<file path="config.mk">
export PLATFORM = sky130hd
export DESIGN_NAME = ram_bist
export DESIGN_NICKNAME = d
export VERILOG_FILES = /design/src/rtl/ram_pkg.sv /design/src/rtl/ram_bist_cmp.sv /design/src/rtl/ram_bist.sv
export SDC_FILE = /design/constraint.sdc
export NUM_CORES = 1
export LEC_CHECK = 0
export BUFFER_PORTS_ARGS = -buffer_cell sky130_fd_sc_hd__buf_2
export CORE_MARGIN = 2
export CORE_UTILIZATION = 50
export CTS_CLUSTER_SIZE = 16
export DETAILED_ROUTE_END_ITERATION = 12
export GPL_TIMING_DRIVEN = 0
export PLACE_DENSITY_LB_ADDON = 0.2
export SETUP_SLACK_MARGIN = 0.5
export SLEW_MARGIN = 15
export SYNTH_ARGS = -nofsm -noshare
export SYNTH_HDL_FRONTEND = slang
export SYNTH_SLANG_ARGS = --single-unit
export TNS_END_PERCENT = 20
</file>
<file path="constraint.sdc">
create_clock -name clk -period 2.6 [get_ports clk]
set_clock_uncertainty 0.2 [all_clocks]
set_input_delay 0.52 -clock clk [delete_from_list [all_inputs] [get_ports clk]]
set_output_delay 0.52 -clock clk [all_outputs]
set_load 0.02 [all_outputs]
</file>
<file path="src/rtl/ram_pkg.sv">
// Shared definitions for the March C- RAM self-test: controller states,
// RAM operation encoding and per-element operation helpers.
package ram_pkg;

  typedef enum logic [3:0] {
    IDLE,
    M0,
    M1,
    M2,
    M3,
    M4,
    M5,
    DRAIN,
    DONE
  } march_state_e;

  typedef enum logic {
    OP_READ  = 1'b0,
    OP_WRITE = 1'b1
  } op_e;

  // One w0 element, four r/w elements, one read-only element: 10 ops per word.
  localparam int OPS_PER_WORD = 10;

  localparam logic [7:0] ERR_MAX = 8'hFF;

  function automatic int ops_per_test(input int depth);
    return OPS_PER_WORD * depth;
  endfunction

  // M0 only writes, M5 only reads; M1-M4 read on phase 0 and write on phase 1.
  function automatic op_e op_kind(input march_state_e s, input logic phase);
    op_e k;
    case (s)
      M0:             k = OP_WRITE;
      M1, M2, M3, M4: k = phase ? OP_WRITE : OP_READ;
      default:        k = OP_READ;
    endcase
    return k;
  endfunction

  // Data background for the op: the expected value for a read, the value
  // written for a write. 0 = all-zeros word, 1 = all-ones word.
  function automatic logic op_bit(input march_state_e s, input logic phase);
    logic b;
    case (s)
      M1, M3:  b = phase;
      M2, M4:  b = ~phase;
      default: b = 1'b0;
    endcase
    return b;
  endfunction

endpackage

</file>
<file path="src/rtl/ram_bist_cmp.sv">
// Read-data checker: delays the expected word of each read by one cycle to
// line up with the registered RAM output, compares, captures the first
// mismatch and counts all mismatches with saturation.
module ram_bist_cmp
  import ram_pkg::*;
#(
  parameter int ADDR_WIDTH = 4,
  parameter int DATA_WIDTH = 8
) (
  input  logic                  clk,
  input  logic                  rst,
  input  logic                  clear,
  input  logic                  rd_vld,
  input  logic [ADDR_WIDTH-1:0] rd_addr,
  input  logic [DATA_WIDTH-1:0] rd_exp,
  input  logic [DATA_WIDTH-1:0] ram_dout,
  output logic [ADDR_WIDTH-1:0] fail_addr,
  output logic [DATA_WIDTH-1:0] fail_exp,
  output logic [DATA_WIDTH-1:0] fail_got,
  output logic [7:0]            err_count,
  output logic                  clean
);

  logic                  cmp_vld;
  logic [ADDR_WIDTH-1:0] cmp_addr;
  logic [DATA_WIDTH-1:0] cmp_exp;
  logic                  mismatch;

  assign mismatch = cmp_vld && (ram_dout != cmp_exp);

  // Includes the compare happening this cycle so the final read is counted.
  assign clean = (err_count == 8'd0) && !mismatch;

  // Hold the expected word while the RAM produces the read data.
  always_ff @(posedge clk or posedge rst) begin
    if (rst) begin
      cmp_vld  <= 1'b0;
      cmp_addr <= '0;
      cmp_exp  <= '0;
    end else if (clear) begin
      cmp_vld  <= 1'b0;
      cmp_addr <= '0;
      cmp_exp  <= '0;
    end else begin
      cmp_vld  <= rd_vld;
      cmp_addr <= rd_addr;
      cmp_exp  <= rd_exp;
    end
  end

  // First mismatch is kept; every mismatch bumps the counter up to ERR_MAX.
  always_ff @(posedge clk or posedge rst) begin
    if (rst) begin
      fail_addr <= '0;
      fail_exp  <= '0;
      fail_got  <= '0;
      err_count <= 8'd0;
    end else if (clear) begin
      fail_addr <= '0;
      fail_exp  <= '0;
      fail_got  <= '0;
      err_count <= 8'd0;
    end else if (mismatch) begin
      if (err_count == 8'd0) begin
        fail_addr <= cmp_addr;
        fail_exp  <= cmp_exp;
        fail_got  <= ram_dout;
      end
      if (err_count != ERR_MAX) begin
        err_count <= err_count + 8'd1;
      end
    end
  end

endmodule

</file>
<file path="src/rtl/ram_bist.sv">
// March C- built-in self-test controller for a single-port RAM with a
// registered read port. One RAM op is issued per cycle from registered
// outputs; read data is checked by ram_bist_cmp.
//
//   state | meaning
//   IDLE  | waiting for start
//   M0    | up   w0
//   M1    | up   r0,w1 (phase 0 = read, phase 1 = write, same address)
//   M2    | up   r1,w0
//   M3    | down r0,w1
//   M4    | down r1,w0
//   M5    | down r0
//   DRAIN | last read in flight, final compare
//   DONE  | one-cycle done pulse, result latched
module ram_bist
  import ram_pkg::*;
#(
  parameter int ADDR_WIDTH = 4,
  parameter int DATA_WIDTH = 8,
  parameter int DEPTH      = 16
) (
  input  logic                  clk,
  input  logic                  rst,
  input  logic                  start,
  output logic                  ram_we,
  output logic [ADDR_WIDTH-1:0] ram_addr,
  output logic [DATA_WIDTH-1:0] ram_din,
  input  logic [DATA_WIDTH-1:0] ram_dout,
  output logic                  busy,
  output logic                  done,
  output logic                  pass,
  output logic [ADDR_WIDTH-1:0] fail_addr,
  output logic [DATA_WIDTH-1:0] fail_exp,
  output logic [DATA_WIDTH-1:0] fail_got,
  output logic [7:0]            err_count
);

  localparam logic [ADDR_WIDTH-1:0] LAST_A = ADDR_WIDTH'(DEPTH - 1);

  march_state_e          state;
  march_state_e          nxt_state;
  logic                  phase;
  logic                  nxt_phase;
  logic [ADDR_WIDTH-1:0] nxt_addr;
  logic                  rd_vld;
  logic                  accept;
  logic                  clean;

  assign accept = (state == IDLE) && start;

  // Sequence of (element, address, phase) for the op that follows the one
  // currently on the RAM port; ram_addr itself is the address counter.
  always_comb begin
    nxt_state = state;
    nxt_addr  = ram_addr;
    nxt_phase = 1'b0;
    case (state)
      M0: begin
        if (ram_addr == LAST_A) begin
          nxt_state = M1;
          nxt_addr  = '0;
        end else begin
          nxt_addr = ram_addr + 1'b1;
        end
      end
      M1, M2: begin
        if (!phase) begin
          nxt_phase = 1'b1;
        end else if (ram_addr == LAST_A) begin
          nxt_state = (state == M1) ? M2 : M3;
          nxt_addr  = (state == M1) ? '0 : LAST_A;
        end else begin
          nxt_addr = ram_addr + 1'b1;
        end
      end
      M3, M4: begin
        if (!phase) begin
          nxt_phase = 1'b1;
        end else if (ram_addr == '0) begin
          nxt_state = (state == M3) ? M4 : M5;
          nxt_addr  = LAST_A;
        end else begin
          nxt_addr = ram_addr - 1'b1;
        end
      end
      M5: begin
        if (ram_addr == '0) begin
          nxt_state = DRAIN;
        end else begin
          nxt_addr = ram_addr - 1'b1;
        end
      end
      default: begin
      end
    endcase
  end

  // Controller FSM; all RAM-side and status outputs are registered here.
  // For reads ram_din carries the expected word, which feeds the checker.
  always_ff @(posedge clk or posedge rst) begin
    if (rst) begin
      state    <= IDLE;
      phase    <= 1'b0;
      ram_we   <= 1'b0;
      ram_addr <= '0;
      ram_din  <= '0;
      rd_vld   <= 1'b0;
      busy     <= 1'b0;
      done     <= 1'b0;
      pass     <= 1'b0;
    end else begin
      done <= 1'b0;
      case (state)
        IDLE: begin
          if (start) begin
            state    <= M0;
            phase    <= 1'b0;
            ram_we   <= 1'b1;
            ram_addr <= '0;
            ram_din  <= '0;
            rd_vld   <= 1'b0;
            busy     <= 1'b1;
            pass     <= 1'b0;
          end
        end
        M0, M1, M2, M3, M4, M5: begin
          state    <= nxt_state;
          ram_addr <= nxt_addr;
          phase    <= nxt_phase;
          if (nxt_state == DRAIN) begin
            ram_we <= 1'b0;
            rd_vld <= 1'b0;
          end else begin
            ram_we  <= (op_kind(nxt_state, nxt_phase) == OP_WRITE);
            rd_vld  <= (op_kind(nxt_state, nxt_phase) == OP_READ);
            ram_din <= {DATA_WIDTH{op_bit(nxt_state, nxt_phase)}};
          end
        end
        DRAIN: begin
          state <= DONE;
          busy  <= 1'b0;
          done  <= 1'b1;
          pass  <= clean;
        end
        DONE: begin
          state <= IDLE;
        end
        default: begin
          state <= IDLE;
        end
      endcase
    end
  end

  ram_bist_cmp #(
    .ADDR_WIDTH(ADDR_WIDTH),
    .DATA_WIDTH(DATA_WIDTH)
  ) u_cmp (
    .clk      (clk),
    .rst      (rst),
    .clear    (accept),
    .rd_vld   (rd_vld),
    .rd_addr  (ram_addr),
    .rd_exp   (ram_din),
    .ram_dout (ram_dout),
    .fail_addr(fail_addr),
    .fail_exp (fail_exp),
    .fail_got (fail_got),
    .err_count(err_count),
    .clean    (clean)
  );

endmodule

</file>
==> impl_metrics.ini, run 1 <==
[clock_network]
cts_tree = done
clock-sinks = 42
worst_skew_pair.late_latency_ps = 300
cts_max_level = 2
max-clock-path-buffers = 2
clock_transition_at_path_regs_ps = 90
root_buffer = sky130_fd_sc_hd__clkbuf_8
cts-buffers-inserted = 5

[min_path]
worstHoldPathType = flop to flop
hold_start = rd_vld

[routing]
ant_nets = 0
drt_iter0_drcs = 131
drt_drc_violations_left = 0
drt-total-wl_um = 5810
number_of_detailed_route_iterations_in_the_first_pass = 5
post_drt_wl_per_cell_um = 14.7
detail_route.vias_per_cell = 5.71
num_vias = 2257

[power]
vdd_ir_drop_max_v = 0.000284
intPower_mw = 1.33
switching_share_pct = 35.5
report.power.total_mw = 2.06
power.share.sequential_pct = 43.2
powerDensity_nw_per_um2 = 665
power.share.combinational_pct = 31.7
leakage_dissipation_nw = 1.51
share_clk_of_total_power_pct = 25.0
net_switching_mw = 0.731

[die]
die-area_um2 = 5400
floorplan.io_pins = 55
floorplan.die.width_um = 73.5
core_area_um2 = 4690
placement_rows = 25
initial_core_util_pct = 51.4
dieHeight_um = 73.5

[sta]
max_freq_mhz = 477
finalCriticalPeriod_ps = 2100
report.final.slew_viol_count = 0
slew_headroom_pct = 60.7
min_period_over_period_pct = 80.7
grt_setup_unrepaired = true
report.final.hold_viol_count = 0
final-setup-viol-count = 0
timing_worst_slew_pin_value_ps = 585
fin_tns_setup_ps = 0

[synth]
synth_seq_cells = 42
number_of_enable_type_register_cells_in_the_synthesized_netlist = 0
post_synthesis_instance_area_um2 = 2410
yosys_warnings = 0
yosys_most_used_dff = sky130_fd_sc_hd__dfrtp_1
mapped_nets = 278
synth_seq_area_share_pct = 43.5
postSynth.asyncResetShare_pct = 100
postSynthAreaPerCell_um2 = 9.18
synthDistinctLibCells = 54
synthCells = 263

[job]
maxCapViolCount = 0

[worst_setup_path]
timing.setup.critical_path_class = flop to flop
crit_path_start = u_cmp.cmp_exp[6]
cp-end-kind = flop
critPathLaunchType = flop
cp_data_arrival_time_ps = 2080
r2r_start = u_cmp.cmp_exp[6]
cp_max_fo = 5
critical_path_required_ps = 2580

[place]
port-buffer-count = 54
place.gp.congestion = 0.934
total_half_perimeter_wirelength_after_legalization_and_detailed_placement_um = 4100

[global_routing]
grt_start_max_net_pins = 29
grt_pass1_vias = 1976
grt_pass1_wl_um = 9320
track_usage_pct = 22.1
antenna_found_initial = 0
global_route.overflow_total = 0

[layout]
final_core_util_pct = 65.9
syn_to_final_growth_pct = 28.2
final.fill_count = 362
antenna-diode-count = 0
layout.nets = 355
drive_above_1_share_pct = 37.2

[status]
status = complete, no violations
-- through the flow --
stage,hold slack [ps],instances,setup slack [ps],instance area [um2]
CTS,289,390,435,2990
global route,306,395,438,3090
global placement,273,371,97.9,2750
finish,287,395,502,3090
detailed placement,278,372,85.7,2770
floorplan,242,263,385,2410
-- worst paths after layout --
check,end,slack [ps],depth (start not counted)
max,u_cmp.fail_got[4],500,7
min,u_cmp.cmp_vld,290,1
max reg2reg,u_cmp.fail_got[4],500,7
min reg2reg,u_cmp.cmp_vld,290,1
max in group asynchronous,u_cmp.err_count[0],1220,4
min in group asynchronous,ram_addr[3],540,3
-- cell usage after synthesis (3+ instances only) --
| cell | count | area share (%) |
|---|---|---|
| sky130_fd_sc_hd__a21oi_1 | 6 | 1.2 |
| sky130_fd_sc_hd__and2_1 | 5 | 1.3 |
| sky130_fd_sc_hd__nand3_1 | 12 | 2.5 |
| sky130_fd_sc_hd__dfrtp_1 | 42 | 44 |
| sky130_fd_sc_hd__o21ai_0 | 10 | 2.1 |
| sky130_fd_sc_hd__nor4_1 | 3 | 0.78 |
| sky130_fd_sc_hd__a32o_1 | 3 | 1.2 |
| sky130_fd_sc_hd__ha_1 | 4 | 2.1 |
| sky130_fd_sc_hd__nor2_1 | 34 | 5.3 |
| sky130_fd_sc_hd__nor3_1 | 6 | 1.2 |
| sky130_fd_sc_hd__inv_1 | 11 | 1.7 |
| sky130_fd_sc_hd__and3_1 | 4 | 1.0 |
| sky130_fd_sc_hd__nand2_1 | 21 | 3.3 |
| sky130_fd_sc_hd__mux2i_1 | 14 | 5.8 |
| sky130_fd_sc_hd__a31oi_1 | 5 | 1.3 |
| sky130_fd_sc_hd__nand2b_1 | 5 | 1.3 |
| sky130_fd_sc_hd__clkbuf_1 | 10 | 1.6 |
| sky130_fd_sc_hd__xnor2_1 | 4 | 1.5 |
| sky130_fd_sc_hd__nor2b_1 | 4 | 1.0 |
| sky130_fd_sc_hd__buf_4 | 14 | 4.4 |
| sky130_fd_sc_hd__o31ai_1 | 3 | 0.93 |
| sky130_fd_sc_hd__a21o_1 | 3 | 0.93 |
-- cell families after synthesis --
family / count (synthesis) / synth area share (%)
compound gates: 53 / 15.7
simple gates: 107 / 22.8
buf+inv: 39 / 8.66
mux: 14 / 5.81
flops: 42 / 43.5
xor+xnor: 4 / 1.45
fa+ha+maj: 4 / 2.07
-- layer usage --
metal	GRT usage [%]	share of wire, %
met1	29.6	44
met2	35.3	48
met3	3.84	6.7
met4	9.09	1.5
met5	0	0
-- power groups by stage --
stage                     clock [mW]  combinational, mW  sequential, mW
after global placement             0              0.628           0.897
final                          0.515              0.653           0.890
after CTS                      0.522              0.654           0.885
after global routing           0.555              0.720           0.909
after floorplan                    0              0.283            1.04
after detailed placement           0              0.650           0.898
-- final cells by class --
type	instances	area (um2)	share of cell area, %
clock buffers	6	72.6	2.35
repair buffers	70	405	13.1
multi-input cells	182	1240	40.0
flip-flops and latches	42	1050	34.0
plain buffers	28	178	5.74
clock inverters	2	37.5	1.21
well taps	54	67.6	2.18
inverters	11	43.8	1.42
-- worst max-delay path: stages, from the launching register on --
cell                      delay [ps]
sky130_fd_sc_hd__dfrtp_1         420
sky130_fd_sc_hd__or4_4           550
sky130_fd_sc_hd__nor4_4          190
sky130_fd_sc_hd__buf_4           170
sky130_fd_sc_hd__nor3_4           40
sky130_fd_sc_hd__buf_4           190
sky130_fd_sc_hd__mux2i_1         170
sky130_fd_sc_hd__nor2_1           50
-- repair_timing --
action	4_1_cts	5_1_grt
pin swaps	4	5
setup endpoints to repair	32	28
gates resized for setup	13	24
hold buffers	1	0
gates cloned	0	1
hold endpoints to repair	14	0
setup buffers	9	4
-- flip-flops by register name (all words and copies together), names as in the netlist, 4 cells and up --
register,cells
u_cmp.fail_addr,4
state,4
u_cmp.err_count,8
u_cmp.fail_got,8
u_cmp.cmp_addr,4
ram_addr,4
-- layout by cell type (no fill, tap or decap), types with 6 or more instances in the layout --
cell type,synthesis,layout
sky130_fd_sc_hd__inv_1,11,8
sky130_fd_sc_hd__nor3_1,6,6
sky130_fd_sc_hd__buf_2,2,57
sky130_fd_sc_hd__dfrtp_1,42,40
sky130_fd_sc_hd__clkbuf_2,0,7
sky130_fd_sc_hd__mux2i_1,14,14
sky130_fd_sc_hd__nand2_1,21,20
sky130_fd_sc_hd__a21oi_1,6,6
sky130_fd_sc_hd__buf_4,14,28
sky130_fd_sc_hd__o21ai_0,10,8
sky130_fd_sc_hd__nand3_1,12,11
sky130_fd_sc_hd__nor2_1,34,33
Power figures use the tool's default switching activity.
==> inputs of run 2 (changes only) <==
Settings changed: ABC_AREA from default to 1, CORE_UTILIZATION 50 to 49.
Clock period 2.6 ns to 1.7 ns, I/O delays scaled along.
==> run 2 against run 1 <==
  * The run now ends with setup timing left
  * Non-clock buffer count is 29 higher
  * Register-to-register slack got worse by 670 ps
  * Combinational power grew 96%
  * Worst hold slack worse by 230 ps
  * Utilization increased by 20 points
  * First-iteration DRC count rose to 2.7 times the previous value
  * Die area grew 4.6%
  * Critical path depth grew 4
  * Final area increased by 33%
  * Largest cell class unchanged
  * Sequential power up 64%
  * Worst setup slack got worse by 670 ps
==> impl_metrics.ini, run 2 <==
[status]
status = complete, but fails checks
violations_in_the_final_reports = setup timing

[layout]
layout.nets = 442
drive_above_1_share_pct = 59.3
mostFrequentLayoutCell = sky130_fd_sc_hd__buf_6
most_frequent_cells_in_the_layout = sky130_fd_sc_hd__buf_6, sky130_fd_sc_hd__nand2_1, sky130_fd_sc_hd__buf_4, sky130_fd_sc_hd__nand2_2, sky130_fd_sc_hd__dfrtp_1
syn_to_final_growth_pct = 66.2
final.fill_count = 234
top_regs = u_cmp.err_count: 8 flops, u_cmp.fail_got: 8 flops
antenna-diode-count = 0

[worst_setup_path]
worst_r2r_path_depth = 11
critPathMaxStageDelay_ps = 420
most_frequent_cell_on_the_critical_path = sky130_fd_sc_hd__nand2_1
crit_path_top_delay_cell = sky130_fd_sc_hd__dfrtp_1
critical_path_required_ps = 1700
critPathLaunchType = flop
cp-end-kind = flop
cp_data_arrival_time_ps = 1860
worst_path_dominant_cell_family = simple AND/OR/NAND/NOR gates
cp_max_fo = 8
timing.critical_path.buf_inv = 1
timing.setup.critical_path_class = flop to flop
path_cells = buf_6 -> nor2_4 -> nand2_1 -> nor2_1 -> nand2_1 -> nand3_2 -> nor2_1 -> nor2_2 -> nand2_1 -> nand3_2 -> nand2_2
path_depth = 11

[routing]
drt_drc_violations_left = 0
ant_nets = 0
post_drt_wl_per_cell_um = 19.3
detail_route.vias_per_cell = 5.97
num_vias = 2953
drt_iter0_drcs = 349
number_of_detailed_route_iterations_in_the_first_pass = 6
drt-total-wl_um = 9560

[synth]
yosys_most_used_dff = sky130_fd_sc_hd__dfrtp_1
synth_top_cell_area_share_pct = 42.4
synth.area.mux_share_pct = 0
mapped_nets = 330
post_synthesis_instance_area_um2 = 2480
postSynth.asyncResetShare_pct = 100
dominant_combinational_cell_family_by_area_after_synthesis = simple AND/OR/NAND/NOR gates
synth_seq_cells = 42
postSynthAreaPerCell_um2 = 7.87
synth_seq_area_share_pct = 42.4
yosys_warnings = 0
synth-simple-area-share_pct = 35.1
synthMostInstantiatedCell = sky130_fd_sc_hd__nand2_1
synth_compound_area_share_pct = 5.75
yosys.area_share.adder_pct = 2.02
yosys-top-cells-area = sky130_fd_sc_hd__dfrtp_1, sky130_fd_sc_hd__nand2_1, sky130_fd_sc_hd__nand3_1
synthCells = 315
synthDistinctLibCells = 32
synth_largest_area_cell = sky130_fd_sc_hd__dfrtp_1
number_of_enable_type_register_cells_in_the_synthesized_netlist = 0
commonest_cells_in_the_synthesized_netlist = sky130_fd_sc_hd__nand2_1, sky130_fd_sc_hd__dfrtp_1, sky130_fd_sc_hd__nand3_1
post_synth_xor_area_fraction_pct = 3.53

[place]
total_half_perimeter_wirelength_after_legalization_and_detailed_placement_um = 4110
port-buffer-count = 54
place.gp.congestion = 0.900

[min_path]
worstHoldPathType = primary input to flop
worst_hold_path.num_cells = 3

[clock_network]
cts_tree = done
max-clock-path-buffers = 2
worst_skew_pair.late_latency_ps = 310
root_buffer = sky130_fd_sc_hd__clkbuf_8
cts_max_level = 2
cts-buffers-inserted = 5
clock-sinks = 42
clock_transition_at_path_regs_ps = 100

[global_routing]
global_route.overflow_total = 0
antenna_found_initial = 0
grt_start_max_net_pins = 37
global_route.peak_usage_layer = met2
grt_use_met3_pct = 4.82
track_usage_pct = 27.9
groute.layer.met2.usage_pct = 52.4
grt_pass1_vias = 2560
routing_usage_on_met1_pct = 33.0
grt_pass1_wl_um = 12100

[die]
initial_core_util_pct = 51.5
floorplan.die.width_um = 75.1
floorplan.io_pins = 55
die-area_um2 = 5650
core_area_um2 = 4820
dieHeight_um = 75.1
placement_rows = 25

[power]
vdd_ir_drop_max_v = 0.000538
powerDensity_nw_per_um2 = 858
leakage_dissipation_nw = 2.04
report.power.total_mw = 3.53

[sta]
finalHoldWorstSlack_ps = 57.9
post-route-worst-setup-slack_ps = -166
timing_worst_slew_pin_value_ps = 351
final-setup-viol-count = 29
slew_headroom_pct = 76.4
max_freq_mhz = 536
finalCriticalPeriod_ps = 1870
min_period_over_period_pct = 110
grt_setup_unrepaired = true
report.final.slew_viol_count = 0
fin_tns_setup_ps = -2410
report.final.hold_viol_count = 0

[job]
maxCapViolCount = 0
[run 2: changes by cell type after synthesis, moves of 10 or more]
| cell | previous run | this run |
|---|---|---|
| sky130_fd_sc_hd__nand2_1 | 21 | 82 |
| sky130_fd_sc_hd__nand3_1 | 12 | 35 |
| sky130_fd_sc_hd__inv_1 | 11 | 29 |
| sky130_fd_sc_hd__mux2i_1 | 14 | 0 |
| sky130_fd_sc_hd__nand4_1 | 1 | 11 |
| sky130_fd_sc_hd__nor2_1 | 34 | 24 |
[run 2: cell type report]
cell class	count	area [um2]	area share, %
plain buffers	22	225	5.46
clock buffers	8	110	2.67
repair buffers	105	957	23.2
flip-flops and latches	42	1070	25.9
multi-input cells	217	1530	37.2
well taps	67	83.8	2.03
inverters	34	145	3.52
[run 2: path summary, 6_finish.rpt]
check	start	to	slack (ps)
max in group asynchronous	rst	u_cmp.err_count[7]	630
hold / removal	ram_dout[0]	u_cmp.fail_got[0]	60
setup / recovery	ram_addr[3]	rd_vld	-170
min in group asynchronous	rst	state[3]	260
setup reg to reg	ram_addr[3]	rd_vld	-170
hold reg to reg	u_cmp.cmp_addr[1]	u_cmp.fail_addr[1]	270
[run 2: power by group]
part | leakage, nW | switching (mW) | internal, mW
clock | 0.0575 | 0.389 | 0.411
combinational | 1.46 | 0.677 | 0.602
sequential | 0.519 | 0.288 | 1.17
total | 2.04 | 1.35 | 2.18
[run 2: layer usage]
layer  share of wire (%)  wire, um  vias up
met3                 7.4       708       53
met1                  36      3430     1441
met5                   0         0        -
met2                  52      4940      225
met4                 5.0       480        0
li1                    -         -     1234
[run 2: worst register-to-register path, cell delays in order (launching register included)]
cell	delay, ps
sky130_fd_sc_hd__dfrtp_1	420
sky130_fd_sc_hd__buf_6	170
sky130_fd_sc_hd__nor2_4	140
sky130_fd_sc_hd__nand2_1	120
sky130_fd_sc_hd__nor2_1	150
sky130_fd_sc_hd__nand2_1	100
sky130_fd_sc_hd__nand3_2	100
sky130_fd_sc_hd__nor2_1	50
sky130_fd_sc_hd__nor2_2	100
sky130_fd_sc_hd__nand2_1	90
sky130_fd_sc_hd__nand3_2	80
sky130_fd_sc_hd__nand2_2	40
[run 2: logic make-up after synthesis]
kind of cell	after synthesis
buf+inv	56
xor+xnor	10
simple gates	177
flops	42
fa+ha+maj	4
compound gates	26
[run 2: timing repair]
action                                 4_1_cts  5_1_grt
endpoints found under the hold margin        6        0
hold buffers                                 1        0
buffers inserted                            28       20
gates resized for setup                    163       49
gates cloned                                 1        0
pin swaps                                   36       19
setup endpoints to repair                   85      116
[run 2: per-stage QoR]
stage | area [um2] | worst slack (ps) | instances | util (%)
after floorplan | 2570 | 24.2 | 315 | -
after global placement | 2930 | -546 | 436 | 60.7
after detailed placement | 2950 | -259 | 437 | 61.1
after CTS | 3810 | -84.0 | 475 | 79.1
after global routing | 4120 | -292 | 495 | 85.6
final | 4120 | -166 | 495 | 85.6
==> inputs of run 3 (changes only) <==
Settings changed: CORE_MARGIN 2 to 1.
==> run 3 against run 2 <==
  * The flow still finishes with violations (setup timing)
  * Largest power group unchanged
  * Non-clock buffer count decreased by 18
  * Critical endpoint is now u_cmp.fail_got[2]
  * Total power down 5.9%
  * Final area is 7.3% lower
  * Critical path depth fell by 2
  * Worst hold slack better by 1.7 ps
  * Register-to-register slack is essentially flat
  * Sequential share of layout area rose by 2.1 points
==> impl_metrics.ini, run 3 (synthesis results as in run 2) <==
[worst_setup_path]
worst_setup_path_endpoint = u_cmp.fail_got[2]
timing.setup.critical_path_class = flop to flop
cp_data_arrival_time_ps = 1890
reg2reg_setup_slack_ps = -160
critical_path_required_ps = 1730
critPathLaunchType = flop
regToRegEndpoint = u_cmp.fail_got[2]
crit_path_start = u_cmp.err_count[0]
cp_max_fo = 5
worst_r2r_path_depth = 9
cp-end-kind = flop
r2r_start = u_cmp.err_count[0]

[routing]
post_drt_wl_per_cell_um = 14.6
num_vias = 2494
ant_nets = 0
drt-total-wl_um = 6960
drt_drc_violations_left = 0
number_of_detailed_route_iterations_in_the_first_pass = 6
drt_iter0_drcs = 202
detail_route.vias_per_cell = 5.23

[global_routing]
grt_pass1_vias = 2285
global_route.overflow_total = 0
track_usage_pct = 24.2
antenna_found_initial = 0
grt_pass1_wl_um = 10000
grt_start_max_net_pins = 37

[place]
numPlacedInstances = 437
port-buffer-count = 54
total_half_perimeter_wirelength_after_legalization_and_detailed_placement_um = 3980
place.gp.congestion = 0.892

[layout]
most_frequent_cells_in_the_layout = sky130_fd_sc_hd__nand2_1, sky130_fd_sc_hd__buf_6, sky130_fd_sc_hd__buf_4, sky130_fd_sc_hd__nand3_1, sky130_fd_sc_hd__dfrtp_1
drive_above_1_share_pct = 52.0
mostFrequentLayoutCell = sky130_fd_sc_hd__nand2_1
antenna-diode-count = 0
syn_to_final_growth_pct = 54.0
final_standard_cell_count_with_taps_included_and_fillers_excluded = 477
layout.nets = 424
top_regs = u_cmp.err_count: 8 flops, u_cmp.fail_got: 8 flops

[status]
violations_in_the_final_reports = setup timing
status = complete, but fails checks

[sta]
max_freq_mhz = 538
min_period_over_period_pct = 109
slew_headroom_pct = 77.4
finalCriticalPeriod_ps = 1860
grt_setup_unrepaired = true
final-setup-viol-count = 24
finalHoldWorstSlack_ps = 59.6
report.final.slew_viol_count = 0
report.final.hold_viol_count = 0
timing_worst_slew_pin_value_ps = 337
post-route-worst-setup-slack_ps = -157

[die]
floorplan.io_pins = 55
die-area_um2 = 5350
initial_core_util_pct = 51.8
dieHeight_um = 73.1
floorplan.die.width_um = 73.1
placement_rows = 25
core_area_um2 = 4790

[power]
leakage_dissipation_nw = 1.91
report.power.total_mw = 3.33
powerDensity_nw_per_um2 = 871
vdd_ir_drop_max_v = 0.000519

[clock_network]
cts_max_level = 2
cts_tree = done
max-clock-path-buffers = 2
cts-buffers-inserted = 5
worst_skew_pair.late_latency_ps = 300
clock-sinks = 42
root_buffer = sky130_fd_sc_hd__clkbuf_8
clock_transition_at_path_regs_ps = 90

[min_path]
worstHoldPathType = primary input to flop

[job]
maxCapViolCount = 0
run 3: power by group:
group / total [mW] / internal (mW) / switching, mW
Sequential: 1.42 / 1.17 / 0.250
Clock: 0.785 / 0.440 / 0.345
Combinational: 1.12 / 0.553 / 0.569
Total: 3.33 / 2.16 / 1.16
run 3: timing repair:
item / in CTS / in global routing
buffers inserted: 14 / 16
endpoints found under the hold margin: 6 / 0
cloned: 1 / 0
resized for setup: 92 / 73
endpoints found under the setup margin: 85 / 87
pin swaps: 15 / 14
hold buffers: 1 / 0
run 3: per-layer routing:
| layer | up-vias | GRT usage, % | share of wire [%] |
|---|---|---|---|
| met1 | 1217 | 29.0 | 39 |
| met5 | - | 0 | 0 |
| li1 | 1198 | - | - |
| met2 | 65 | 44.2 | 56 |
| met4 | 0 | 6.97 | 1.8 |
| met3 | 14 | 3.87 | 3.2 |
run 3: worst max-delay path, cell delays in order (launching register included):
cell	delay [ps]
sky130_fd_sc_hd__dfrtp_2	460
sky130_fd_sc_hd__inv_2	100
sky130_fd_sc_hd__ha_4	150
sky130_fd_sc_hd__nand3_4	80
sky130_fd_sc_hd__nor4_4	240
sky130_fd_sc_hd__nand2_4	110
sky130_fd_sc_hd__nor2_4	180
sky130_fd_sc_hd__buf_6	160
sky130_fd_sc_hd__nand2_2	50
sky130_fd_sc_hd__nand2_1	60
run 3: cell type report:
class | count | area [um2]
Timing Repair Buffer | 87 | 773
Sequential cell | 42 | 1070
Tap cell | 67 | 83.8
Clock buffer | 7 | 76.3
Multi-Input combinational cell | 217 | 1440
Buffer | 22 | 211
Fill cell | 307 | 967
Inverter | 34 | 140
Clock inverter | 1 | 30.0
run 3: metrics by stage:
| step | worst slack [ps] | TNS (ps) | area, um2 | util (%) |
|---|---|---|---|---|
| after floorplan | 24.2 | 0 | 2570 | - |
| after global placement | -536 | -20670 | 2930 | 61.1 |
| after detailed placement | -229 | -3580 | 2950 | 61.5 |
| after CTS | -73.6 | -768 | 3490 | 72.9 |
| after global routing | -218 | -3880 | 3820 | 79.8 |
| final | -157 | -1990 | 3820 | 79.8 |
run 3: worst min path at each step:
stage,from,endpoint,cells past startpoint
after global routing,ram_dout[0],u_cmp.fail_got[0],3
after CTS,ram_dout[5],u_cmp.fail_got[5],3
after detailed placement,rst,ram_addr[1],2
after global placement,u_cmp.cmp_addr[2],u_cmp.fail_addr[2],2
final,ram_dout[5],u_cmp.fail_got[5],3
after floorplan,u_cmp.cmp_addr[0],u_cmp.fail_addr[0],2
